--- src/rtl/wb_lsu_master.sv ---
// Purpose : Wishbone-style bus initiator for the core load/store path. It takes one
//           request at a time, runs one bus cycle with a timeout, and returns one response.
// Latency : accept at cycle 0, stb from cycle 1, ack at cycle N gives rsp at N+1 and ready at N+2.
// Backpr. : o_req_ready is high only in IDLE. The bus stalls via i_wb_stall. The response
//           strobe cannot be stalled.
//
// Ports   : i_clk/i_reset (sync, active-high); request i_req_* with o_req_ready;
//           response o_rsp_valid/o_rsp_rdata/o_rsp_err; bus o_wb_* and i_wb_data/ack/stall.
// Option  : LSU_MISALIGN_TRAP_EN. When it is defined, misaligned half/word requests are
//           rejected as illegal. When it is not defined, they go to the bus unchanged.
module wb_lsu_master #(
    parameter int TIMEOUT_CYCLES = 255
) (
    input  logic        i_clk,
    input  logic        i_reset,
    input  logic        i_req_valid,
    output logic        o_req_ready,
    input  logic        i_req_we,
    input  logic [31:0] i_req_addr,
    input  logic [31:0] i_req_wdata,
    input  logic [2:0]  i_req_funct3,
    output logic        o_rsp_valid,
    output logic [31:0] o_rsp_rdata,
    output logic        o_rsp_err,
    output logic        o_wb_stb,
    output logic        o_wb_we,
    output logic [31:0] o_wb_addr,
    output logic [31:0] o_wb_data,
    output logic [2:0]  o_wb_sel,
    input  logic [31:0] i_wb_data,
    input  logic        i_wb_ack,
    input  logic        i_wb_stall
);

    typedef enum logic [1:0] {
        ST_IDLE = 2'd0,
        ST_REQ  = 2'd1,
        ST_WAIT = 2'd2,
        ST_RESP = 2'd3
    } state_t;

    localparam logic [15:0] TIMEOUT_LIM = 16'(TIMEOUT_CYCLES);

    state_t      state_q, state_d;
    logic [15:0] cnt_q, cnt_d;
    logic        wb_stb_q, wb_stb_d;
    logic        wb_we_q, wb_we_d;
    logic [31:0] wb_addr_q, wb_addr_d;
    logic [31:0] wb_data_q, wb_data_d;
    logic [2:0]  wb_sel_q, wb_sel_d;
    logic        rsp_valid_q, rsp_valid_d;
    logic [31:0] rsp_rdata_q, rsp_rdata_d;
    logic        rsp_err_q, rsp_err_d;

    logic        req_misalign;
    logic        req_illegal;
    logic        cnt_expired;
    logic [15:0] cnt_inc;

`ifdef LSU_MISALIGN_TRAP_EN
    // funct3[1:0] is the access size: 01 = half, 10 = word.
    assign req_misalign = ((i_req_funct3[1:0] == 2'b10) && (i_req_addr[1:0] != 2'b00)) ||
                          ((i_req_funct3[1:0] == 2'b01) && i_req_addr[0]);
`else
    assign req_misalign = 1'b0;
`endif

    // Illegal encodings are 011, 11x, and unsigned (10x) forms used on a store.
    assign req_illegal = (i_req_funct3 == 3'b011) ||
                         (i_req_funct3[2:1] == 2'b11) ||
                         (i_req_we && (i_req_funct3[2:1] == 2'b10)) ||
                         req_misalign;

    // The counter is cleared on accept, so it holds k-1 in the k-th cycle after accept.
    // Expiry therefore puts RESP exactly TIMEOUT_CYCLES+1 cycles after stb rises.
    assign cnt_expired = (cnt_q >= TIMEOUT_LIM);
    assign cnt_inc     = (cnt_q == 16'hFFFF) ? cnt_q : (cnt_q + 16'd1);

    assign o_req_ready = (state_q == ST_IDLE);
    assign o_wb_stb    = wb_stb_q;
    assign o_wb_we     = wb_we_q;
    assign o_wb_addr   = wb_addr_q;
    assign o_wb_data   = wb_data_q;
    assign o_wb_sel    = wb_sel_q;
    assign o_rsp_valid = rsp_valid_q;
    assign o_rsp_rdata = rsp_rdata_q;
    assign o_rsp_err   = rsp_err_q;

    always_comb begin
        state_d     = state_q;
        cnt_d       = cnt_q;
        wb_stb_d    = 1'b0;
        wb_we_d     = wb_we_q;
        wb_addr_d   = wb_addr_q;
        wb_data_d   = wb_data_q;
        wb_sel_d    = wb_sel_q;
        rsp_valid_d = 1'b0;
        rsp_rdata_d = 32'd0;
        rsp_err_d   = 1'b0;

        case (state_q)
            ST_IDLE: begin
                if (i_req_valid) begin
                    wb_we_d   = i_req_we;
                    wb_addr_d = i_req_addr;
                    wb_data_d = i_req_wdata;
                    wb_sel_d  = i_req_funct3;
                    cnt_d     = 16'd0;
                    if (req_illegal) begin
                        state_d     = ST_RESP;
                        rsp_valid_d = 1'b1;
                        rsp_err_d   = 1'b1;
                    end else begin
                        state_d  = ST_REQ;
                        wb_stb_d = 1'b1;
                    end
                end
            end
            ST_REQ: begin
                cnt_d = cnt_inc;
                // If expiry and acceptance happen together, the cycle is abandoned.
                // A late ack then arrives outside WAIT and is ignored.
                if (cnt_expired) begin
                    state_d     = ST_RESP;
                    rsp_valid_d = 1'b1;
                    rsp_err_d   = 1'b1;
                end else if (i_wb_stall) begin
                    wb_stb_d = 1'b1;
                end else begin
                    state_d = ST_WAIT;
                end
            end
            ST_WAIT: begin
                cnt_d = cnt_inc;
                // The ack takes priority over an expiry in the same cycle.
                if (i_wb_ack) begin
                    state_d     = ST_RESP;
                    rsp_valid_d = 1'b1;
                    rsp_rdata_d = wb_we_q ? 32'd0 : i_wb_data;
                end else if (cnt_expired) begin
                    state_d     = ST_RESP;
                    rsp_valid_d = 1'b1;
                    rsp_err_d   = 1'b1;
                end
            end
            ST_RESP: begin
                // This state is always visited, so stb stays low for at least one cycle after an ack.
                state_d = ST_IDLE;
            end
            default: begin
                state_d = ST_IDLE;
            end
        endcase
    end

    always_ff @(posedge i_clk) begin
        if (i_reset) begin
            state_q     <= ST_IDLE;
            cnt_q       <= 16'd0;
            wb_stb_q    <= 1'b0;
            wb_we_q     <= 1'b0;
            wb_addr_q   <= 32'd0;
            wb_data_q   <= 32'd0;
            wb_sel_q    <= 3'b000;
            rsp_valid_q <= 1'b0;
            rsp_rdata_q <= 32'd0;
            rsp_err_q   <= 1'b0;
        end else begin
            state_q     <= state_d;
            cnt_q       <= cnt_d;
            wb_stb_q    <= wb_stb_d;
            wb_we_q     <= wb_we_d;
            wb_addr_q   <= wb_addr_d;
            wb_data_q   <= wb_data_d;
            wb_sel_q    <= wb_sel_d;
            rsp_valid_q <= rsp_valid_d;
            rsp_rdata_q <= rsp_rdata_d;
            rsp_err_q   <= rsp_err_d;
        end
    end

endmodule
--- config.mk ---
export PLATFORM = sky130hd
export DESIGN_NAME = wb_lsu_master
export DESIGN_NICKNAME = d
export VERILOG_FILES = /design/src/rtl/wb_lsu_master.sv
export SDC_FILE = /design/constraint.sdc
export NUM_CORES = 1
export LEC_CHECK = 0
export BUFFER_PORTS_ARGS = -buffer_cell sky130_fd_sc_hd__buf_2
export CAP_MARGIN = 5
export CORE_MARGIN = 5
export CORE_UTILIZATION = 43
export CTS_BUF_LIST = sky130_fd_sc_hd__clkbuf_2
export DETAILED_ROUTE_END_ITERATION = 6
export GPL_TIMING_DRIVEN = 1
export PLACE_DENSITY = 0.78
export SKIP_LAST_GASP = 1
export SLEW_MARGIN = 5
export SYNTH_ARGS = -nofsm -noshare
export SYNTH_HDL_FRONTEND = slang
export SYNTH_SLANG_ARGS = --single-unit
--- constraint.sdc ---
create_clock -name i_clk -period 2 [get_ports i_clk]
set_input_delay 0.4 -clock i_clk [delete_from_list [all_inputs] [get_ports i_clk]]
set_output_delay 0.4 -clock i_clk [all_outputs]
set_load 0.05 [all_outputs]
==> After elaboration in Yosys (flattened, before gate mapping) <==
Cells that the tools add are included.
{ "totals": {"reg_bits": 121, "input_bits": 105, "output_inout_bits": 104, "wordCells": 57} }
{ "classes": {"add_sub_neg": 1, "order_cmp": 1, "eq_ne": 11, "n_mux": 22, "n_bitwise": 2, "reduce_logical": 10} }
{ "ops": {"columns": ["operator", "n"], "rows": [
  ["$mux W16", 2],
  ["$pmux W16 S2", 1],
  ["$add A16 B1 Y16 const B", 1],
  ["$eq A16 B16 Y1 const B", 1],
  ["$ge A16 B8 Y1 const B", 1],
  ["$mux W2", 6],
  ["$mux W1", 9],
  ["$eq A2 B2 Y1 const B", 4],
  ["$pmux W2 S4", 1],
  ["$ne A3 B3 Y1 const B", 2],
  ["$pmux W1 S3", 2],
  ["$reduce_and A3 Y1", 2],
  ["$ne A2 B2 Y1 const B", 2],
  ["$reduce_or A4 Y1", 1],
  ["$eq A3 B2 Y1 const B", 1],
  ["$eq A2 B1 Y1 const B", 1],
  ["$logic_not A2 Y1", 1],
  ["$logic_or A1 B1 Y1", 2],
  ["$not A1 Y1", 2],
  ["$pmux W1 S2", 1],
  ["$reduce_and A2 Y1", 1],
  ["$reduce_bool A2 Y1", 1],
  ["$reduce_or A2 Y1", 1],
  ["$logic_and A1 B1 Y1", 1]
]} }

==> Logic depth before layout (Yosys ltp) <==
Gate-level depths: netlist (run 1).
{ "depth": {"depth_word": 6, "mapped_depth": 9, "depth_no_buf": 6} }

==> Worst setup path before layout (run 1) <==
OpenSTA, ideal clock, no wires.
{ "synth_timing": {"path_type": "register to register", "from": "register state_q[0]", "to": "register cnt_q[12]", "setup_time_ns": 0.070, "t_arrival_ns": 2.270, "setup_slack_ns": -0.340, "stages_incl_launch_ff": 8, "n_path_buf": 1, "synth_period_minus_slack_ns": 2.340, "path_cell_list": "dfxtp_1 > inv_1 > ha_1 > buf_4 > mux2i_1 > or4_4 > or4_1 > a21oi_1"} }
{ "synth_lines": {"columns": ["item", "line_no", "rtl"], "rows": [
  ["start: declaration", "44", "state_t state_q, state_d;"],
  ["start signal: assignment", "169", "state_q <= state_d;"],
  ["$logic_not A2 Y1 *", null, null],
  ["named net o_req_ready", "17", "output logic o_req_ready,"],
  ["$ne A2 B2 Y1 (no source line) or $reduce_bool A2 Y1 (tied branches)", null, null],
  ["$reduce_and A3 Y1 (no source line)", null, null],
  ["end signal: assignment", "170", "cnt_q <= cnt_d;"],
  ["end: declaration", "45", "logic [15:0] cnt_q, cnt_d;"]
]} }
The timed path passes the listed nets; every way through them passes the cells marked *.
A chain may end at the register's enable or synchronous reset.

==> Final worst setup path (run 1) <==
{ "layout_timing": {"from": "register state_q[0]", "to": "register cnt_q[14]"} }
{ "layout_between": {"elab_chain_len": 4} }
{ "layout_lines": {"columns": ["item", "line_no", "rtl"], "rows": [
  ["$eq A2 B2 Y1 or $eq A2 B1 Y1 (tied branches)", "101", "case (state_q)"],
  ["$reduce_or A2 Y1 (no source line)", null, null],
  ["$ne A2 B2 Y1 (no source line) or $reduce_bool A2 Y1 (tied branches)", null, null],
  ["$reduce_and A3 Y1 (no source line)", null, null]
]} }
Several ways; a longest one is shown, not always the timed one.

==> flow_summary.json, run 1 <==
{
  "postLayoutCoreUtil": 0.692,
  "swShare": 0.434,
  "fin_nets": 949,
  "dr.pass1.iters": 7,
  "violations": "negative setup slack",
  "fin_cells": 988,
  "timing.final.crit_period_ps": 2000,
  "die_area_um2": 12500,
  "cp-start-kind": "flip-flop",
  "place_inst": 847,
  "core_area_um2": 10200,
  "min_period_over_period": 1.00,
  "clock_path_buffers": 2,
  "cts_tree": "built",
  "syn_inst": 523,
  "critical_path_arrival_ps": 2580,
  "ys_top_cells_by_area": "dfxtp_1 54%, nand2_1 13%, a21oi_1 9.1%",
  "regArea_um2": 2430,
  "crit_type": "flip-flop to flip-flop",
  "total_leakage_power_nw": 3.26,
  "setup_violations": 1,
  "rsz0062_at_grt": "yes",
  "grt_max_degree": 73,
  "fmax_mhz": 499,
  "required_ps": 2570,
  "final_max_slew_viol_count": 0,
  "grt_pass1_wl_um": 25000,
  "antenna_cells": 0,
  "synthesis.nets": 633,
  "hpwl_um": 9330,
  "worst_slew_pin_slew_ps": 444,
  "via_per_inst": 5.08,
  "yosys_warnings": 0,
  "power.switching_mw": 3.44,
  "area_growth_pct": 58.5,
  "vias": 5020,
  "multiInputGateArea_um2": 1960,
  "syn_area_um2": 4470,
  "die_x_um": 112,
  "hold_viol": 0,
  "place_congestion": 0.908,
  "pwr-share-clk": 0.194,
  "antenna_found_initial": 0,
  "ir_drop_uv": 493,
  "clock_latency_ps": 640,
  "start_util": 0.437,
  "comb_power_share": 0.439,
  "cts_made_buffers": 17,
  "path_clk_slew_ps": 180,
  "rows": 37,
  "port_buffers": 208,
  "hold_ws_ps": 126,
  "clockRootBuffer": "clkbuf_2",
  "skew_ps": 24.7,
  "ys_async_sr_fraction": 0,
  "endpoint_kind": "flip-flop",
  "ys_seq_area_frac": 0.542,
  "grt_usage": 0.246,
  "synth_edf_count": 0,
  "io_pins": 209,
  "drtIter0Drc": 466,
  "relSlewSlack": 0.703,
  "grt_pass1_vias": 5176,
  "cts-htree-levels": 4,
  "drv_cap": 0,
  "p_seq_frac": 0.368,
  "power_density_nw_per_um2": 1120,
  "n_fill_cell": 753,
  "drcViolationCount": 0,
  "totalWireLength_um": 15700,
  "hold_path.class": "primary input to flip-flop",
  "postSynthAreaPerCell_um2": 8.54,
  "yosysTopAreaCell": "dfxtp_1",
  "wl_per_cell_um": 15.9,
  "yosysTopAreaCellShare": 0.542,
  "ys_dominant_reg_cell": "dfxtp_1",
  "synth_cell_types": 42,
  "crit_fanout": 6,
  "cts.sinks": 121,
  "drive_gt1_frac": 0.330,
  "die_h_um": 112,
  "dp_slack_ps": -28.0,
  "synth-seq-cells": 121,
  "gr-total-overflow": 0,
  "status": "finished with violations",
  "ant_nets": 0,
  "p_int_mw": 4.47,
  "finalWorstSetupSlack_ps": -3.04
}
==> layer usage <==
metal | vias to the layer above | share of wire | global-route usage
li1 | 2398 | - | -
met1 | 2329 | 0.37 | 0.266
met2 | 254 | 0.50 | 0.426
met3 | 39 | 0.096 | 0.0929
met4 | 0 | 0.031 | 0.111
met5 | - | 0 | 0
==> cell usage in the layout (no fill, tap or decap), drive strengths merged, types with 6 or more instances in the layout <==
cell	n
a21oi	81
and2	34
buf	230
clkbuf	17
clkinv	6
dfxtp	121
dlygate4sd3	100
inv	8
mux2i	7
nand2	155
nand4	7
o21ai	6
or3	8
==> flip-flops by register name (all words and copies together) (netlist names) <==
| register | cells |
|---|---|
| o_wb_data | 32 |
| o_rsp_rdata | 32 |
| o_wb_sel | 3 |
| cnt_q | 16 |
| state_q | 2 |
| o_rsp_valid | 1 |
| o_wb_stb | 1 |
| o_wb_addr | 32 |
| o_rsp_err | 1 |
| o_wb_we | 1 |
==> cell type report <==
class,instances,area share
multi-input cells,364,0.276
flip-flops and latches,121,0.343
inverters,5,0.00300
clock buffers,17,0.0120
repair buffers,330,0.321
well taps,136,0.0240
clock inverters,15,0.0212
==> path summary, 6_finish.rpt <==
kind	end	cells past startpoint	startpoint	slack (ps)
setup reg to reg	cnt_q[14]$_SDFFE_PP0P_	6	state_q[0]$_SDFFE_PP0P_	-3
hold / removal	o_wb_data[8]$_SDFFE_PP0P_	2	i_reset	130
hold reg to reg	o_wb_data[20]$_SDFFE_PP0P_	2	o_wb_data[20]$_SDFFE_PP0P_	470
setup / recovery	cnt_q[14]$_SDFFE_PP0P_	6	state_q[0]$_SDFFE_PP0P_	-3
==> cell families after synthesis <==
logic type      count (synthesis)  synth area share
buf+inv                        38            0.0333
flops                         121             0.542
compound gates                106             0.132
mux                            10            0.0232
simple gates                  243             0.255
fa+ha+maj                       5            0.0140
==> power by group through the flow <==
stage,clock [mW],sequential [mW],combinational [mW]
detailed placement,0,2.95,3.05
global route,1.69,2.94,3.68
floorplan,0,3.94,1.23
finish,1.53,2.91,3.47
CTS,1.57,2.89,3.28
global placement,0,2.93,2.99
==> worst max-delay path: stages (launching register included) <==
cell and delay (ps):
dfxtp_4 400, inv_4 40, ha_4 170, mux2i_4 200
or4_4 560, or4_1 450, a21oi_2 130
==> stage by stage <==
stage / cell area, um2 / setup TNS, ps / power [mW]
after floorplan: 4490 / -62.2 / 5.17
after global routing: 7080 / -72.6 / 8.31
after CTS: 6990 / 0 / 7.74
after global placement: 5730 / 0 / 5.92
final: 7080 / -3.04 / 7.91
after detailed placement: 5730 / -28.0 / 6.00
==> synthesized netlist by cell type (2+ instances only) <==
master,number
a2111o_1,3
a211oi_1,3
a21oi_1,81
a31oi_1,2
and2_1,33
and3_1,4
buf_1,9
clkbuf_1,21
dfxtp_1,121
ha_1,5
inv_1,5
mux2_2,3
mux2i_1,7
nand2_1,155
nand2b_1,2
nand3_1,4
nand4_1,7
nor2_1,5
nor3_1,4
nor4_1,4
o211ai_1,3
o21ai_0,6
o31ai_1,3
o41ai_1,2
or2_2,4
or3_1,8
or4_1,3
or4b_1,2
==> timing repair <==
item | CTS | global route
setup endpoints to repair | 3 | 6
gates resized for setup | 3 | 8
pin swaps | 1 | 3
hold buffers | 100 | 0
buffers inserted | 2 | 7
hold endpoints to repair | 100 | 0
(Power assumes the default switching activity.)
==> inputs of run 2 (changes only) <==
--- a/config.mk
+++ b/config.mk
@@ -13,6 +13,7 @@
 export DETAILED_ROUTE_END_ITERATION = 6
 export GPL_TIMING_DRIVEN = 1
 export PLACE_DENSITY = 0.78
+export SETUP_SLACK_MARGIN = 0.15
 export SKIP_LAST_GASP = 1
 export SLEW_MARGIN = 5
 export SYNTH_ARGS = -nofsm -noshare
==> flow_summary.json, run 2 (same netlist as run 1, synthesis figures left out) <==
{
  "crit_type": "flip-flop to flip-flop",
  "fin_cells": 1002,
  "regArea_um2": 2430,
  "grt_pass1_wl_um": 24600,
  "most-common-layout-cells": "204 x buf_2, 154 x nand2_1, 117 x dfxtp_1, 100 x dlygate4sd3_1, 80 x a21oi_1",
  "vias": 5067,
  "total_leakage_power_nw": 3.37,
  "design_area_um2": 7290,
  "relSlewSlack": 0.698,
  "worst_slew_pin_slew_ps": 452,
  "area_growth_pct": 63.2,
  "drive_gt1_frac": 0.354,
  "timing.final.crit_period_ps": 1950,
  "n_fill_cell": 727,
  "place_inst": 846,
  "multiInputGateArea_um2": 2020,
  "drcViolationCount": 0,
  "port_buffers": 208,
  "critPathMaxStageDelay_ps": 530,
  "place_congestion": 0.902,
  "crit_fanout": 6,
  "place_area_um2": 5700,
  "cts_made_buffers": 17,
  "clockRootBuffer": "clkbuf_2",
  "finalWorstSetupSlack_ps": 49.2,
  "cts-htree-levels": 4,
  "rows": 37,
  "hold_path.class": "primary input to flip-flop",
  "clock_path_buffers": 2,
  "core_area_um2": 10200,
  "critical_path_arrival_ps": 2540,
  "rsz0062_at_grt": "yes",
  "io_pins": 209,
  "power_density_nw_per_um2": 1130,
  "cts_tree": "built",
  "postLayoutCoreUtil": 0.712,
  "totalWireLength_um": 16000,
  "min_period_over_period": 0.975,
  "skew_ps": 38.8,
  "drtIter0Drc": 456,
  "fmax_mhz": 513,
  "dr.pass1.iters": 6,
  "gr-total-overflow": 0,
  "cts.sinks": 121,
  "die_x_um": 112,
  "clock_latency_ps": 660,
  "cp-start-kind": "flip-flop",
  "antenna_found_initial": 1,
  "ir_drop_uv": 725,
  "die_h_um": 112,
  "grt_max_degree": 82,
  "crit_slowest_cell": "or4_4",
  "grt_pass1_vias": 5124,
  "grt_usage": 0.243,
  "via_per_inst": 5.06,
  "hpwl_um": 9070,
  "path_common_cell": "or4_4",
  "status": "finished clean",
  "hold_viol": 0,
  "setup_violations": 0,
  "die_area_um2": 12500,
  "required_ps": 2590,
  "layout_commonest_cell": "buf_2",
  "path_cells": "inv_2 -> ha_4 -> mux2i_4 -> or4_4 -> or4_4 -> a21oi_1",
  "endpoint_kind": "flip-flop",
  "start_util": 0.437,
  "fin_total_pwr_mw": 8.23,
  "ant_nets": 0,
  "fin_nets": 961,
  "path_clk_slew_ps": 170,
  "dp_slack_ps": 3.53,
  "wl_per_cell_um": 15.9,
  "drv_cap": 0,
  "final_max_slew_viol_count": 0
}
==> run 2: repair_timing <==
| item | CTS | global route |
|---|---|---|
| resized for setup | 15 | 22 |
| endpoints found under the hold margin | 100 | 0 |
| hold buffers | 100 | 0 |
| gates cloned | 0 | 1 |
| pin swaps | 4 | 8 |
| setup buffers | 12 | 9 |
| endpoints found under the setup margin | 12 | 24 |
==> run 2: cell type report <==
| type | count | area share |
|---|---|---|
| clock inverters | 12 | 0.0240 |
| flip-flops and latches | 121 | 0.334 |
| well taps | 136 | 0.0233 |
| repair buffers | 342 | 0.324 |
| clock buffers | 20 | 0.0137 |
| multi-input cells | 364 | 0.278 |
| diodes | 2 | 0.000687 |
| inverters | 5 | 0.00292 |
==> run 2: worst paths after layout <==
kind | end | depth (start not counted) | start | slack [ps]
hold reg to reg | o_wb_addr[13]$_SDFFE_PP0P_ | 2 | o_wb_addr[13]$_SDFFE_PP0P_ | 460
setup / recovery | cnt_q[12]$_SDFFE_PP0P_ | 6 | state_q[1]$_SDFFE_PP0P_ | 50
setup reg to reg | cnt_q[12]$_SDFFE_PP0P_ | 6 | state_q[1]$_SDFFE_PP0P_ | 50
hold / removal | o_wb_stb$_SDFF_PP0_ | 4 | i_wb_stall | 130
==> run 2: critical path: cells and delay by family, from the launching register on <==
| family | cells | cell delay (ps) |
|---|---|---|
| flops | 1 | 380 |
| buf+inv | 1 | 60 |
| mux | 1 | 200 |
| compound gates | 1 | 130 |
| simple gates | 2 | 970 |
| fa+ha+maj | 1 | 170 |
==> run 2: per-layer routing <==
layer / GRT usage / routed length [um] / up-vias
li1: - / - / 2420
met1: 0.248 / 5830 / 2297
met3: 0.104 / 1530 / 67
met5: 0 / 0 / -
met4: 0.140 / 767 / 0
met2: 0.414 / 7820 / 283
==> run 2: per-stage QoR <==
step	hold slack (ps)	TNS (ps)
global route	82.7	-27.9
floorplan	452	-61.3
CTS	66.5	0
finish	135	0
detailed placement	443	0
global placement	439	0
==> run 2: power breakdown <==
| part | total (mW) | leakage, nW | internal [mW] | switching (mW) |
|---|---|---|---|---|
| Clock | 1.73 | 0.162 | 0.833 | 0.898 |
| Combinational | 3.57 | 2.22 | 1.25 | 2.32 |
| Sequential | 2.92 | 0.989 | 2.75 | 0.176 |
| Total | 8.23 | 3.37 | 4.83 | 3.40 |
==> inputs of run 3 (changes only) <==
--- a/config.mk
+++ b/config.mk
@@ -5,14 +5,15 @@
 export SDC_FILE = /design/constraint.sdc
 export NUM_CORES = 1
 export LEC_CHECK = 0
+export ABC_AREA = 1
 export BUFFER_PORTS_ARGS = -buffer_cell sky130_fd_sc_hd__buf_2
 export CAP_MARGIN = 5
 export CORE_MARGIN = 5
-export CORE_UTILIZATION = 43
+export CORE_UTILIZATION = 44
 export CTS_BUF_LIST = sky130_fd_sc_hd__clkbuf_2
 export DETAILED_ROUTE_END_ITERATION = 6
 export GPL_TIMING_DRIVEN = 1
-export PLACE_DENSITY = 0.78
+export PLACE_DENSITY = 0.79
 export SETUP_SLACK_MARGIN = 0.15
 export SKIP_LAST_GASP = 1
 export SLEW_MARGIN = 5
==> flow_summary.json, run 3 <==
{
  "status": "finished clean",
  "skew_ps": 21.0,
  "timing.final.crit_period_ps": 1800,
  "yosysTopAreaCellShare": 0.525,
  "regArea_um2": 2430,
  "drtIter0Drc": 281,
  "synth-seq-cells": 121,
  "synthTopCellsByCount": "199 x nor2_1, 121 x dfxtp_1, 73 x o21ai_0, 69 x nand2_1, 65 x inv_1",
  "design_area_um2": 7100,
  "die_x_um": 112,
  "cts_made_buffers": 17,
  "ir_drop_uv": 827,
  "crit_fanout": 2,
  "yosys_warnings": 0,
  "clock_latency_ps": 650,
  "grt_usage": 0.241,
  "cts-htree-levels": 4,
  "ant_nets": 0,
  "grt_max_degree": 70,
  "die_area_um2": 12600,
  "crit_type": "flip-flop to output port",
  "rows": 37,
  "r2r-start": "cnt_q[1]$_SDFFE_PP0P_",
  "hold_viol": 0,
  "place_area_um2": 5800,
  "r2r-end": "cnt_q[11]$_SDFFE_PP0P_",
  "via_per_inst": 4.72,
  "dr.pass1.iters": 4,
  "rsz0062_at_grt": "yes",
  "path_clk_slew_ps": 180,
  "gr-total-overflow": 0,
  "fin_nets": 1049,
  "grt_pass1_vias": 5101,
  "syn_inst": 627,
  "ys_top_cells_by_area": "dfxtp_1 52%, nor2_1 16%, o21ai_0 7.9%",
  "setup_violations": 0,
  "cts_tree": "built",
  "cp-start-kind": "flip-flop",
  "n_fill_cell": 780,
  "clock_path_buffers": 2,
  "antenna_cells": 0,
  "min_period_over_period": 0.898,
  "syn_area_um2": 4620,
  "hpwl_um": 8800,
  "hold_ws_ps": 70.9,
  "setup.worst_path.start": "state_q[0]$_SDFFE_PP0P_",
  "core_area_um2": 10300,
  "port_buffers": 208,
  "required_ps": 1600,
  "hold_path.class": "primary input to flip-flop",
  "relSlewSlack": 0.657,
  "ys_dominant_reg_cell": "dfxtp_1",
  "place_congestion": 0.882,
  "drcViolationCount": 0,
  "clockRootBuffer": "clkbuf_2",
  "ys_async_sr_fraction": 0,
  "place_inst": 951,
  "totalWireLength_um": 15400,
  "power_density_nw_per_um2": 1220,
  "layout_commonest_cell": "buf_2",
  "reg2reg_depth": 9,
  "postSynthAreaPerCell_um2": 7.36,
  "area_growth_pct": 53.9,
  "final_max_slew_viol_count": 0,
  "most-common-layout-cells": "205 x buf_2, 199 x nor2_1, 118 x dfxtp_1, 100 x dlygate4sd3_1, 73 x o21ai_0",
  "holdPathStages": 3,
  "grt_pass1_wl_um": 24600,
  "start_util": 0.449,
  "antenna_found_initial": 0,
  "synthesis.nets": 737,
  "yosysMostFrequentCell": "nor2_1",
  "reg2reg_slack_ps": 340,
  "critical_path_arrival_ps": 1400,
  "io_pins": 209,
  "endpoint_kind": "output port",
  "die_h_um": 112,
  "yosysTopAreaCell": "dfxtp_1",
  "tns_ps": 0,
  "total_leakage_power_nw": 3.59,
  "fmax_mhz": 557,
  "drive_gt1_frac": 0.286,
  "cts.sinks": 121,
  "vias": 5133,
  "fin_cells": 1087,
  "wl_per_cell_um": 14.2,
  "drv_cap": 0,
  "critical_path.endpoint": "o_req_ready",
  "postLayoutCoreUtil": 0.691,
  "synth_cell_types": 27,
  "ys_seq_area_frac": 0.525,
  "multiInputGateArea_um2": 1850,
  "synth_edf_count": 0,
  "worst_slew_pin_slew_ps": 510
}
[run 3: repair_timing]
action,in CTS,in global routing
buffers inserted,4,1
pin swaps,1,0
setup endpoints to repair,1,13
hold endpoints to repair,100,0
hold buffers,100,0
resized for setup,8,4
[run 3: worst max-delay path, stage by stage (launching register included)]
cell	delay, ps
dfxtp_2	390
inv_2	50
ha_4	160
buf_8	140
[run 3: final cells by class]
class / count / area share
well taps: 136 / 0.0240
clock buffers: 17 / 0.0120
multi-input cells: 411 / 0.260
repair buffers: 320 / 0.306
inverters: 68 / 0.0359
flip-flops and latches: 121 / 0.341
clock inverters: 14 / 0.0210
[run 3: logic make-up after synthesis]
group,after synthesis,synth area share
AOI/OAI and AO/OA,92,0.102
xor gates and xnor gates,1,0.00190
adders and majority gates,5,0.0136
buffers and inverters,95,0.0791
DFF,121,0.525
and+or+nand+nor,313,0.279
[run 3: metal layers]
metal,part of all wire,global-route usage,vias up
li1,-,-,2572
met1,0.38,0.260,2268
met2,0.48,0.407,232
met3,0.094,0.0965,61
met4,0.043,0.120,0
met5,0,0,-
[run 3: worst min-delay path by stage]
stage,start,endpoint
finish,i_wb_ack,o_rsp_valid$_SDFF_PP0_
global route,i_wb_ack,o_rsp_err$_SDFF_PP0_
CTS,i_reset,state_q[0]$_SDFFE_PP0P_
detailed placement,o_wb_data[14]$_SDFFE_PP0P_,o_wb_data[14]$_SDFFE_PP0P_
global placement,o_wb_addr[23]$_SDFFE_PP0P_,o_wb_addr[23]$_SDFFE_PP0P_
floorplan,i_reset,state_q[0]$_SDFFE_PP0P_
[run 3: power by group]
group	switching, mW	internal [mW]
combinational	2.91	1.05
clock	0.984	0.576
sequential	0.248	2.89
[run 3: per-stage QoR]
step	setup slack (ps)	power, mW
floorplan	238	5.84
global placement	282	6.71
detailed placement	237	6.74
CTS	151	8.55
global route	108	9.12
finish	204	8.66
